`src/rtl/fb_wr_arbiter.sv`:
```
// Round-robin, vblank-gated arbiter sharing the frame-buffer write port between requesters A and B.
// Optional macro FB_ARB_STATS_EN adds saturating per-requester acked-word counters wcnt_a/wcnt_b.
module fb_wr_arbiter #(
  parameter int unsigned AW        = 15,
  parameter int unsigned DW        = 3,
  parameter int unsigned MAX_BURST = 16
) (
  input  logic          clk,
  input  logic          rst,
  input  logic          vblank,
  input  logic          req_a,
  input  logic [AW-1:0] addr_a,
  input  logic [DW-1:0] data_a,
  output logic          ack_a,
  input  logic          req_b,
  input  logic [AW-1:0] addr_b,
  input  logic [DW-1:0] data_b,
  output logic          ack_b,
  output logic          fb_we,
  output logic [AW-1:0] fb_addr,
  output logic [DW-1:0] fb_data,
  output logic          busy
`ifdef FB_ARB_STATS_EN
  ,
  output logic [15:0]   wcnt_a,
  output logic [15:0]   wcnt_b
`endif
);

  localparam int unsigned    BCW        = (MAX_BURST > 1) ? $clog2(MAX_BURST) : 1;
  localparam logic [BCW-1:0] BURST_LAST = BCW'(MAX_BURST - 1);
  localparam logic           SRV_A      = 1'b0;
  localparam logic           SRV_B      = 1'b1;

  typedef enum logic [1:0] {IDLE, GNT_A, GNT_B} state_t;

  typedef struct packed {
    logic [AW-1:0] addr;
    logic [DW-1:0] data;
  } fb_word_t;

  state_t         state, state_nxt;
  logic           last_srv, last_srv_nxt;
  logic [BCW-1:0] burst_cnt, burst_nxt;
  fb_word_t       word_sel;

  // State register plus the registered frame-buffer write port
  always_ff @(posedge clk) begin
    if (rst) begin
      state     <= IDLE;
      last_srv  <= SRV_B;
      burst_cnt <= '0;
      fb_we     <= 1'b0;
      fb_addr   <= '0;
      fb_data   <= '0;
    end else begin
      state     <= state_nxt;
      last_srv  <= last_srv_nxt;
      burst_cnt <= burst_nxt;
      fb_we     <= ack_a | ack_b;
      if (ack_a | ack_b) begin
        fb_addr <= word_sel.addr;
        fb_data <= word_sel.data;
      end
    end
  end

  // Arbitration, burst accounting and acks; a burst ends on request drop, vblank end or cap
  always_comb begin
    state_nxt    = state;
    last_srv_nxt = last_srv;
    burst_nxt    = burst_cnt;
    ack_a        = 1'b0;
    ack_b        = 1'b0;
    unique case (state)
      IDLE: begin
        burst_nxt = '0;
        if (vblank && (req_a || req_b)) begin
          if (req_a && (!req_b || last_srv == SRV_B)) state_nxt = GNT_A;
          else                                        state_nxt = GNT_B;
        end
      end
      GNT_A: begin
        ack_a = req_a && vblank;
        if (ack_a) burst_nxt = burst_cnt + BCW'(1);
        if (!req_a || !vblank || (ack_a && burst_cnt == BURST_LAST)) begin
          state_nxt    = IDLE;
          last_srv_nxt = SRV_A;
        end
      end
      GNT_B: begin
        ack_b = req_b && vblank;
        if (ack_b) burst_nxt = burst_cnt + BCW'(1);
        if (!req_b || !vblank || (ack_b && burst_cnt == BURST_LAST)) begin
          state_nxt    = IDLE;
          last_srv_nxt = SRV_B;
        end
      end
      default: state_nxt = IDLE;
    endcase
    if (rst) begin
      ack_a = 1'b0;
      ack_b = 1'b0;
    end
  end

  assign word_sel = ack_b ? fb_word_t'{addr: addr_b, data: data_b}
                          : fb_word_t'{addr: addr_a, data: data_a};
  assign busy     = (state != IDLE);

`ifdef FB_ARB_STATS_EN
  logic vblank_q;

  // Acked-word counters, cleared at the start of each vblank and saturating at 16'hFFFF
  always_ff @(posedge clk) begin
    if (rst) begin
      vblank_q <= 1'b0;
      wcnt_a   <= '0;
      wcnt_b   <= '0;
    end else begin
      vblank_q <= vblank;
      if (vblank && !vblank_q) begin
        wcnt_a <= '0;
        wcnt_b <= '0;
      end else begin
        if (ack_a && (wcnt_a != 16'hFFFF)) wcnt_a <= wcnt_a + 16'd1;
        if (ack_b && (wcnt_b != 16'hFFFF)) wcnt_b <= wcnt_b + 16'd1;
      end
    end
  end
`endif

endmodule

```
`config.mk`:
```
export PLATFORM = sky130hd
export DESIGN_NAME = fb_wr_arbiter
export DESIGN_NICKNAME = d
export VERILOG_FILES = /design/src/rtl/fb_wr_arbiter.sv
export SDC_FILE = /design/constraint.sdc
export NUM_CORES = 1
export LEC_CHECK = 0
export BUFFER_PORTS_ARGS = -buffer_cell sky130_fd_sc_hd__buf_2
export CORE_MARGIN = 4
export CORE_UTILIZATION = 40
export DETAILED_ROUTE_END_ITERATION = 6
export PLACE_DENSITY = 0.75
export SLEW_MARGIN = 20
export SYNTH_ARGS = -nofsm -noshare
export SYNTH_HDL_FRONTEND = slang
export SYNTH_SLANG_ARGS = --single-unit
```
`constraint.sdc`:
```
create_clock -name clk -period 1.8 [get_ports clk]
set_clock_uncertainty 0.2 [all_clocks]
set_input_delay 0.27 -clock clk [delete_from_list [all_inputs] [get_ports clk]]
set_output_delay 0.27 -clock clk [all_outputs]
set_load 0.005 [all_outputs]
```
==> results.ini <==
[run_status]
status=complete, no violations

[synth]
synth_warnings=0
yosysSeqAreaShare_pct=37.14
ys_ff_latch=26
yosysTopAreaCell=dfxtp_1
syn_area_um2=1401
syn_area_per_cell_um2=9.869
yosysUniqueCellTypes=34
synth_edf_count=0
syn-num-nets=188
netlist_top_cells_area=dfxtp_1 37%, mux2i_1 14%, a211oi_2 8.9%, a21oi_1 6.4%, ha_1 4.5%
synth_ff_type=dfxtp_1
synth_top_area_share_pct=37.14
async_flop_share_pct=0
synth_cells=142

[drt]
wire_per_inst_um=13.97
drc_errors=0
drt_pass1_iterations=4
wl_um=3647
post_drt_via_cell_ratio=5.126
vias=1338
drt_iter0_drc=34
ant_nets=0

[timing]
slew_headroom_pct=70.15
post-route-period-util_pct=99.59
tightest_slew_ns=0.4364
hold_viol=0
setup_viol=0
post-route-min-period_ns=1.793
max_freq_ghz=0.5578
finalMaxSlewViolations=0
rsz0062_at_grt=yes

[final_layout]
nNetsFinal=262
num_antenna_cells=0
seq_area_um2=525.5
layout-area-overhead-vs-synth_pct=41.52
multi_input_area_um2=867.1
drive_above_1_share_pct=53.02
fillers=333
final_util_pct=58.97

[worst_setup_path]
arrival_ns=1.82
reg2regPathDepth=5
crit_chain=buf_6, ha_4, a22o_2, a32o_1, mux2_1
critPathKind=register to register
crit_required_ns=1.82
end_kind=register
cpMaxStageDelayCell=dfxtp_2
crit_fanout=6
max_stage_delay_ns=0.37
crit_path_start_kind=register
r2r-end=state[1]
regToRegStartpoint=state[0]
regToRegSetupSlack_ns=0.007

[cts]
cts_sinks=26
cts_root_buffer=clkbuf_4
cts_made_buffers=3
cts-htree-levels=1
cts_tree=built
cts_max_path_buffers=2
clkTransAtPathRegs_ns=0.14
insertion_delay_ns=0.32

[die]
start_util_pct=41.67
coreArea_um2=3363
die-area_um2=4515
die_y_um=67.19
io_pins=63
rows=21
die_w_um=67.19

[worst_hold_path]
worstHoldPathCells=3
hold_class=input pin to register
worstHoldStart=addr_b[10]
holdPathEnd=fb_addr[10]

[grt]
grtUsageTotal_pct=16.54
antenna_found_initial=0
grt_pass1_wl_um=5837
grt_max_degree=23
grt_pass1_vias=1359
overflow=0

[placed_design]
hpwlAfterDp_um=2715
gp_congestion=0.8100
io_buffers=62

[pwr]
powerDensity_nw_per_um2=768.1
peakVddDrop_uv=343.9
power_mw=1.523
power.leakage_nw=0.9625

[job]
maxCapViolCount=0

[metrics by stage]
step	setup WS (ns)	cell area [um^2]	hold WS (ns)	instances	setup TNS (ns)
finish	0.007314	1983	0.01740	261	0
global route	-0.06631	1983	0.01146	261	-0.3168
CTS	-0.03025	1963	0.005698	261	-0.08522
detailed placement	-0.09604	1812	0.2737	253	-0.3147
global placement	-0.01326	1812	0.2718	253	-0.01326
floorplan	0.01133	1401	0.2205	142	0
[Yosys cell counts, types with 2 or more instances]
library cell,n
dfxtp_1,26
mux2i_1,19
a21oi_1,18
a211oi_2,10
a211oi_1,8
inv_1,8
nand3_1,7
buf_2,5
ha_1,5
nor2_1,4
clkbuf_1,3
a2111oi_0,2
a21boi_2,2
buf_6,2
nand2_1,2
o31ai_1,2
o32ai_1,2
[how the worst max path moves through the flow]
| stage | start | end | slack [ns] |
|---|---|---|---|
| finish | state[0] | state[1] | 0.007 |
| global route | state[0] | ack_a | -0.07 |
| CTS | state[0] | ack_b | -0.03 |
| detailed placement | state[0] | burst_cnt[0] | -0.1 |
| global placement | state[0] | burst_cnt[0] | -0.01 |
| floorplan | state[0] | burst_cnt[0] | 0.01 |
[layer usage]
metal	share of wire [%]	global-route usage [%]	wire [um]
met4	0.66	5.063	24
met3	7.6	2.995	276
met1	44	19.78	1603
met2	48	29.82	1743
met5	0	0	0
[power by group]
part / leakage [nW] / total [mW] / switching (mW) / internal (mW)
logic: 0.729 / 0.551 / 0.259 / 0.293
registers: 0.212 / 0.675 / 0.0402 / 0.634
clock network: 0.0210 / 0.297 / 0.174 / 0.124
total: 0.962 / 1.52 / 0.473 / 1.05
[registers in the layout, summed over array words and instances (netlist names)]
signal,count
fb_addr,15
last_srv,1
burst_cnt,4
state,2
fb_we,1
fb_data,3
[placed cells by master (no fill, tap or decap), drive strengths merged, types with 2 or more instances in the layout]
master / synthesis / layout
a2111oi: 2 / 2
a21boi: 3 / 3
nand3: 7 / 7
mux2i: 19 / 19
o32ai: 2 / 2
a21oi: 18 / 18
dfxtp: 26 / 26
a211oi: 18 / 18
clkbuf: 3 / 4
inv: 8 / 8
nand2: 2 / 2
buf: 9 / 81
nor2: 4 / 4
o31ai: 2 / 2
ha: 5 / 5
[logic make-up (layout without fill, tap and decap cells)]
| family | Yosys count | count (layout) | share of synthesized area (%) |
|---|---|---|---|
| AOI/OAI and AO/OA | 51 | 51 | 29.02 |
| DFF | 26 | 26 | 37.14 |
| muxes | 20 | 20 | 14.37 |
| and+or+nand+nor | 20 | 20 | 7.858 |
| buffers and inverters | 20 | 93 | 7.142 |
| adders and majority gates | 5 | 5 | 4.464 |
[critical path, delay by kind of cell (launching register included)]
family	cells	cell delay, ns
flip-flops	1	0.37
multiplexers	1	0.31
AO/OA/AOI/OAI	2	0.55
buffers and inverters	1	0.12
adder cells (fa/ha/maj)	1	0.15
[final cells by class]
class                      count  share of cell area, %
timing repair buffer          81                  23.41
clock buffer                   4                  1.830
multi-input combinational     96                  43.72
sequential                    26                  26.50
inverter                       8                  1.640
tap                           46                  2.902
[repair_timing]
action	4_1_cts	5_1_grt
setup endpoints to repair	27	25
pin swaps	3	1
gates resized for setup	18	7
hold buffers	0	0
setup buffers	4	1
Note: power is estimated with default switching activity, not from simulation.
